[config.mk]
export PLATFORM = sky130hd
export DESIGN_NAME = cbb_stream_arbiter
export DESIGN_NICKNAME = d
export VERILOG_FILES = /design/src/rtl/cbb_arb_pkg.sv /design/src/rtl/cbb_rr_pick.sv /design/src/rtl/cbb_stream_arbiter.sv
export SDC_FILE = /design/constraint.sdc
export NUM_CORES = 1
export LEC_CHECK = 0
export BUFFER_PORTS_ARGS = -buffer_cell sky130_fd_sc_hd__buf_4
export CAP_MARGIN = 25
export CORE_MARGIN = 2
export CORE_UTILIZATION = 38
export CTS_CLUSTER_SIZE = 20
export DETAILED_ROUTE_END_ITERATION = 12
export PLACE_DENSITY = 0.76
export SETUP_SLACK_MARGIN = 0.2
export SLEW_MARGIN = 10
export SYNTH_ARGS = -nofsm -noshare
export SYNTH_HDL_FRONTEND = slang
export SYNTH_HIERARCHICAL = 1
export SYNTH_SLANG_ARGS = --single-unit
[constraint.sdc]
create_clock -name i_clk -period 1.9 [get_ports i_clk]
set_clock_uncertainty 0.2 [all_clocks]
set_input_delay 0.38 -clock i_clk [delete_from_list [all_inputs] [get_ports i_clk]]
set_output_delay 0.38 -clock i_clk [all_outputs]
set_load 0.01 [all_outputs]
[src/rtl/cbb_arb_pkg.sv]
// Shared definitions for the CBB stream arbiters: FSM states, counter width
// and the index-width helper.
package cbb_arb_pkg;

  typedef enum logic [0:0] {
    ST_IDLE  = 1'b0,
    ST_GRANT = 1'b1
  } arb_state_t;

  localparam int BEAT_CNT_W = 8;

  // Width needed to index n items, never less than one bit.
  function automatic int clog2(input int n);
    int r;
    r = 0;
    while ((1 << r) < n) r++;
    return (r < 1) ? 1 : r;
  endfunction

endpackage

[src/rtl/cbb_rr_pick.sv]
// Combinational round-robin selector: the first request above ptr, wrapping
// around to the lowest request when nothing above ptr is pending.
module cbb_rr_pick #(
  parameter int P_NUM  = 4,
  parameter int P_ID_W = 2
) (
  input  logic [P_NUM-1:0]  req,
  input  logic [P_ID_W-1:0] ptr,
  output logic              found,
  output logic [P_ID_W-1:0] idx
);

  logic [P_NUM-1:0]   mask;
  logic [2*P_NUM-1:0] dbl;
  logic [P_ID_W:0]    sel;

  // Lower half holds requests strictly above ptr, upper half the full vector,
  // so the lowest set bit of the doubled vector is the wrapped winner.
  always_comb begin
    for (int i = 0; i < P_NUM; i++) mask[i] = (P_ID_W'(i) > ptr);
    dbl = {req, req & mask};
    sel = '0;
    for (int i = 2*P_NUM-1; i >= 0; i--) begin
      if (dbl[i]) sel = (P_ID_W+1)'(i);
    end
    found = |req;
    if (sel >= (P_ID_W+1)'(P_NUM)) idx = P_ID_W'(sel - (P_ID_W+1)'(P_NUM));
    else                          idx = sel[P_ID_W-1:0];
  end

endmodule

[src/rtl/cbb_stream_arbiter.sv]
// Round-robin valid/ready stream arbiter with burst locking, forced cut at
// P_MAX_BURST beats and a registered, source-tagged output stage.
module cbb_stream_arbiter
  import cbb_arb_pkg::*;
#(
  parameter int    P_NUM_SLV    = 4,
  parameter int    P_DATA_WIDTH = 32,
  parameter int    P_MAX_BURST  = 4,
  localparam int   P_ID_WIDTH   = clog2(P_NUM_SLV)
) (
  input  logic                            i_clk,
  input  logic                            i_rst,
  input  logic [P_NUM_SLV-1:0]            slv_i_valid,
  input  logic [P_NUM_SLV*P_DATA_WIDTH-1:0] slv_i_data,
  input  logic [P_NUM_SLV-1:0]            slv_i_last,
  output logic [P_NUM_SLV-1:0]            slv_o_ready,
  output logic                            mst_o_valid,
  output logic [P_DATA_WIDTH-1:0]         mst_o_data,
  output logic                            mst_o_last,
  output logic [P_ID_WIDTH-1:0]           mst_o_id,
  input  logic                            mst_i_ready
);

  localparam logic [BEAT_CNT_W-1:0] CNT_LAST = BEAT_CNT_W'(P_MAX_BURST - 1);
  localparam logic [P_ID_WIDTH-1:0] PTR_RST  = P_ID_WIDTH'(P_NUM_SLV - 1);

  arb_state_t              state;
  logic [P_ID_WIDTH-1:0]   rr_ptr;
  logic [P_ID_WIDTH-1:0]   grant_id;
  logic [BEAT_CNT_W-1:0]   beat_cnt;
  logic                    pick_found;
  logic [P_ID_WIDTH-1:0]   pick_idx;
  logic                    out_free;
  logic                    accept;
  logic                    beat_last;
  logic [P_DATA_WIDTH-1:0] grant_data;

  cbb_rr_pick #(
    .P_NUM  (P_NUM_SLV),
    .P_ID_W (P_ID_WIDTH)
  ) u_pick (
    .req   (slv_i_valid),
    .ptr   (rr_ptr),
    .found (pick_found),
    .idx   (pick_idx)
  );

  // Ready follows output-register space so a beat can load while the
  // previous one drains.
  always_comb begin
    out_free    = ~mst_o_valid | mst_i_ready;
    grant_data  = slv_i_data[grant_id * P_DATA_WIDTH +: P_DATA_WIDTH];
    beat_last   = slv_i_last[grant_id] | (beat_cnt == CNT_LAST);
    slv_o_ready = '0;
    if (state == ST_GRANT) slv_o_ready[grant_id] = out_free;
    accept      = slv_i_valid[grant_id] & slv_o_ready[grant_id];
  end

  always_ff @(posedge i_clk) begin
    if (i_rst) begin
      state       <= ST_IDLE;
      rr_ptr      <= PTR_RST;
      grant_id    <= '0;
      beat_cnt    <= '0;
      mst_o_valid <= 1'b0;
      mst_o_data  <= '0;
      mst_o_last  <= 1'b0;
      mst_o_id    <= '0;
    end else begin
      // Output stage: load on accept, otherwise drain when downstream takes it
      if (accept) begin
        mst_o_valid <= 1'b1;
        mst_o_data  <= grant_data;
        mst_o_last  <= beat_last;
        mst_o_id    <= grant_id;
      end else if (mst_i_ready) begin
        mst_o_valid <= 1'b0;
      end

      case (state)
        ST_IDLE: begin
          if (pick_found) begin
            grant_id <= pick_idx;
            beat_cnt <= '0;
            state    <= ST_GRANT;
          end
        end
        ST_GRANT: begin
          // The grant only ends on an accepted last beat, never on a valid gap
          if (accept) begin
            beat_cnt <= beat_cnt + BEAT_CNT_W'(1);
            if (beat_last) begin
              rr_ptr <= grant_id;
              state  <= ST_IDLE;
            end
          end
        end
        default: state <= ST_IDLE;
      endcase
    end
  end

endmodule

* Yosys cells after proc, flatten, opt, wreduce, memory -nomap -nowiden
Cells that the tools add are included.
** Cells by class
- Add/sub/neg operators :: 2
- Shift operators :: 1
- Reduce and logical (&&, ||, !) cells :: 6
- $lt $le $gt $ge :: 7
- Bitwise operators :: 7
- Mux-type cells :: 27
- Equal/unequal tests :: 3
** Operators with widths (number)
- $shiftx 128x8->32 :: 1
- $mux 3 :: 8
- $mux 8 :: 2
- $pmux 8 s2 :: 1
- $mux 1 :: 9
- $add 8x1->8 const B :: 1
- $and 4x4->4 :: 2
- $eq 8x2->1 const B :: 1
- $bmux 1 s2 :: 3
- $gt 1x2->1 const A :: 2
- $gt 2x2->1 const A :: 2
- $mux 4 :: 1
- $reduce_and 2->1 :: 2
- $reduce_or 4->1 :: 1
- $ge 3x3->1 const B :: 1
- $lt 2x3->1 const B :: 1
- $reduce_and 3->1 :: 1
- $demux 1 s2 :: 1
- $ge 2x1->1 const B :: 1
- $mux 2 :: 1
- $ne 2x1->1 const B :: 1
- $ne 2x2->1 const B :: 1
- $not 1->1 :: 2
- $or 1x1->1 :: 2
- other kinds (5) :: 5
** Word-level totals
- Flip-flop bits (word level) :: 49
- Input port bits :: 139
- Word-level logic and storage cells :: 61
- Output and inout bits :: 40

* Logic depth before layout (Yosys ltp)
- Depth after elaboration :: 11
- Gate-level depth with buffers :: 7
- Depth with buffers taken out :: 6

* Modules after synthesis
Netlist, hierarchy kept.
** By module, submodules not included
- cbb_stream_arbiter :: area each 2677.6 µm², seq. area each 980.9 µm², cells each 274, instances 1
- cbb_rr_pick :: area each 86.3 µm², seq. area each 0.0 µm², cells each 14, instances 1

* Worst setup path before layout
OpenSTA, ideal clock, no wires.
- Path kind :: input -> register
- Start :: input port slv_i_valid[3]
- End :: register beat_cnt[4]
- Path buffers :: 1
- Setup slack :: -0.001 ns
- Setup time :: 0.059 ns
- Required time :: 1.641 ns
- Arrival :: 1.642 ns
- Stages :: 7
- Path through :: nor2_1 -> nand2_1 -> nor2b_1 -> clkbuf_1 -> or2_0 -> or4_1 -> nand2_1
** Between the ends
- Elaborated cells on any way between the ends :: 7
- Those cells by class :: 2 x eq/ne; 2 x mux; 1 x bitwise; 2 x reduce/logical
** RTL lines
- start: declaration :: RTL line cbb_stream_arbiter.sv:13 : input logic [P_NUM_SLV-1:0] slv_i_valid,
- $reduce_or 4->1 :: RTL line cbb_rr_pick.sv:26 : found = |req;
- via pick_found :: RTL line cbb_stream_arbiter.sv:31 : logic pick_found;
- $ne 2x2->1 (no source line)
- $reduce_and 2->1 (no source line)
- end signal: assignment :: RTL line cbb_stream_arbiter.sv:91 : beat_cnt <= beat_cnt + BEAT_CNT_W'(1);
- end: declaration :: RTL line cbb_stream_arbiter.sv:30 : logic [BEAT_CNT_W-1:0] beat_cnt;
The timed path passes the listed nets, and every way through them passes these cells. The select of a mux whose other input is x is not followed.
A chain may end at the register's enable or synchronous reset.

* Final worst setup path
- Start :: register grant_id[0]
- End :: register mst_o_data[15]
** Between the ends
- Cells in the longest elaborated chain, start to end :: 9
- Elaborated cells on any way between the ends :: 13
- Those cells by class :: 2 x order compare; 1 x shift; 7 x mux; 2 x bitwise; 1 x reduce/logical
** Ends and longest elaborated chain
- start: declaration :: RTL line cbb_stream_arbiter.sv:29 : logic [P_ID_WIDTH-1:0] grant_id;
- start signal: assignment :: RTL line cbb_stream_arbiter.sv:83 : grant_id <= pick_idx;
- $lt 2x3->1 (not written as such) or $ge 2x1->1 (tied branches) :: RTL line cbb_stream_arbiter.sv:55 : if (state == ST_GRANT) slv_o_ready[grant_id] = out_free;
- $logic_and 1x1->1 (not written as such) :: RTL line cbb_stream_arbiter.sv:55
- $mux 1 (not written as such) :: RTL line cbb_stream_arbiter.sv:55
- $demux 1 s2 :: RTL line cbb_stream_arbiter.sv:55
- $and 4x4->4 (no source line)
- $mux 4 :: RTL line cbb_stream_arbiter.sv:55
- $bmux 1 s2 :: RTL line cbb_stream_arbiter.sv:56 : accept = slv_i_valid[grant_id] & slv_o_ready[grant_id];
- $mux 1 (not written as such) :: RTL line cbb_stream_arbiter.sv:56
- $and 1x1->1 :: RTL line cbb_stream_arbiter.sv:56
- end signal: assignment :: RTL line cbb_stream_arbiter.sv:73 : mst_o_data <= grant_data;
- end: declaration :: RTL line cbb_stream_arbiter.sv:18 : output logic [P_DATA_WIDTH-1:0] mst_o_data,
Parallel ways exist; a longest one is shown, timed or not. The select of a mux whose other input is x is not followed.

==> run metrics <==
Post-Synthesis Cell Area between 0.002 and 0.003 mm2; Die Footprint 0.00797 mm2; final hold vios 0; minimum clock period roughly 1.8 ns; CP max stage delay between 0.6 and 0.7 ns; Avg WL per Cell 15.5 um; setup TNS 0 ns; slew margin rel. roughly 63%; grt ovf 0; Yosys top cell area share 35.5%; Slowest-stage cell, CP mux4_2; Initial Util about two fifths; Hold Buf Count CTS 0; P&R area growth vs syn 73.4%; ys flop type dfxtp_1; dpl cell area 0.00438 mm2; Slew Viols, Final 0; actual transition at the worst max-transition pin 0.548 ns; Setup violations, final 0; P_leak slightly above 2 nW; top-count cell post-synth nand2_1; maximum vdd drop around 0.34 mV; Layout Utilization about two thirds; nets@finish approximately 630; Synth area leader dfxtp_1; worst endpoint required time about 1.9 ns; core footprint about 0.0071 mm2; Synth async-reset ratio 0%; dominant cells by area after synthesis dfxtp_1 (35%), mux4_2 (28%), nand2_1 (10%); CTS tree built; diodes inserted 0; Syn Inst Count about 290; worst path bufs/invs 1; Die Y-Extent slightly below 90 um; total power 2.79 mW; Cell variety after synth 34; synth cell count leaders nand2_1 (76), dfxtp_1 (49), a21oi_1 (45); root buffer cell clkbuf_8; first-pass GRT wire length roughly 14000 um; Final Cycle Share between 90% and 100%; crit path kind flip-flop to flip-flop; Critical Path Stages 5; post-DP HPWL between 7000 and 8000 um; initial antenna violation count 0; number of synthesized register bits 49; hold crit path type input pin to flip-flop; max-cap viol count 0; register area share after synthesis 35.5%; Setup crit end kind flip-flop; vias per cell between 5 and 6; Core Rows 31; Syn Area/Cell between 9 and 10 um2; Routed Antenna Nets 0; clk sinks 49; detailed-route via count just over 3000; Hold WS roughly 0.2 ns; vias in the first global route 3017; number of flops mapped to enable cells by yosys 0; count of warnings emitted by yosys 6; fmax roughly 550 MHz; clk slew on worst S/H paths 0.09 ns; port bufs 178; total CTS buffers 5; Detailed Route Iter0 Violations roughly 160; Startpoint Class flip-flop; io pins ~180; Total Routing Usage GR between 20 and 25%; worst-skew pair later-pin latency approximately 0.29 ns; proportion of layout cells with a drive suffix above 1 approximately 60%; total of fill cells in the finished design approximately 570; syn_nets about 430; routability cong. 0.817; DRT Pass-1 Iters 4; Top delay family on crit path multiplexers; die width slightly below 90 um; WHS Path Cells 2; status complete, no violations; CTS H-tree lvls 2; cells along the critical path mux4_2 > and3_4 > buf_12 > nand2_1 > a21oi_1; critical path arrival between 1.5 and 2 ns; RSZ-0062 raised after global routing yes; Clock Tree Buf Depth 2; drc violations 0; crit-path max FO 16; final wirelength approximately 9100 um; reg2reg path depth 5; PwrDens 583 mW/mm2; pin count of the biggest net entering global routing 30; Final Instance Area 0.00479 mm2
stage by stage:
step | worst slack, ns | instances
2_1_floorplan | 0.146 | 288
3_5_place_dp | -0.112 | 570
6_report | 0.0663 | 587
5_1_grt | 0.0166 | 587
4_1_cts | 0.0599 | 583
3_3_place_gp | -0.0517 | 570
placed cells by master (no fill, tap or decap), drive strengths merged, types with 2 or more instances in the layout:
master,synthesis,layout
a31oi,2,2
nand2,76,76
buf,18,213
mux2i,5,5
nand3,5,6
or4,4,4
o31ai,2,2
nor3,5,5
mux4,34,34
a21oi,45,45
clkinv,0,2
nand2b,5,5
nor2b,2,2
clkbuf,5,6
dfxtp,49,49
nor2,13,13
o211ai,2,2
state kept, by name (all words and copies together), names as in the netlist:
register	count
mst_o_data	32
beat_cnt	8
grant_id	2
mst_o_id	2
rr_ptr	2
mst_o_last	1
mst_o_valid	1
state	1
timing repair:
action / CTS / global route
buffers inserted: 3 / 4
cloned: 2 / 0
pin swaps: 11 / 8
setup endpoints to repair: 49 / 51
gates resized for setup: 22 / 32
worst register-to-register path, delay by kind of cell, from the launching register on:
| family | cells | cell delay, ns |
|---|---|---|
| buffers and inverters | 1 | 0.16 |
| AND/OR/NAND/NOR | 2 | 0.33 |
| multiplexers | 1 | 0.61 |
| AO/OA/AOI/OAI | 1 | 0.07 |
| flip-flops | 1 | 0.36 |
cell type report:
type / count / area, um2 / share of cell area (%)
Multi-Input combinational cell: 215 / 1830 / 38.1
Timing Repair Buffer: 214 / 1750 / 36.5
Sequential cell: 49 / 988 / 20.6
Tap cell: 99 / 124 / 2.58
Clock buffer: 6 / 82.6 / 1.72
Clock inverter: 2 / 13.8 / 0.287
Inverter: 2 / 11.3 / 0.235
routing by layer:
metal	up-vias	global-route usage [%]	part of all wire, %
met2	107	41.7	56
met3	6	3.79	5.4
met4	0	4.61	0.77
met1	1458	27.0	38
met5	-	0	0
li1	1449	-	-
where the power goes:
part	total, mW	switching, mW	internal [mW]
Clock	0.636	0.340	0.296
Combinational	1.01	0.398	0.609
Sequential	1.15	0.0525	1.10
Total	2.79	0.790	2.00
cells by family (layout without fill, tap and decap cells):
| logic type | count (synthesis) | in the layout | synth area share [%] |
|---|---|---|---|
| muxes | 39 | 39 | 29.5 |
| buffers and inverters | 25 | 224 | 4.26 |
| AOI/OAI and AO/OA | 56 | 56 | 11.4 |
| DFF | 49 | 49 | 35.5 |
| and+or+nand+nor | 117 | 118 | 18.6 |
| xor gates and xnor gates | 1 | 1 | 0.317 |
| adders and majority gates | 1 | 1 | 0.453 |
path summary, 6_finish.rpt:
check	from	endpoint	slack, ns
setup / recovery	grant_id[0]	mst_o_data[15]	0.07
hold / removal	i_rst	mst_o_data[27]	0.20
setup reg to reg	grant_id[0]	mst_o_data[15]	0.07
hold reg to reg	mst_o_data[6]	mst_o_data[6]	0.26
Note: power is estimated with default switching activity, not from simulation.
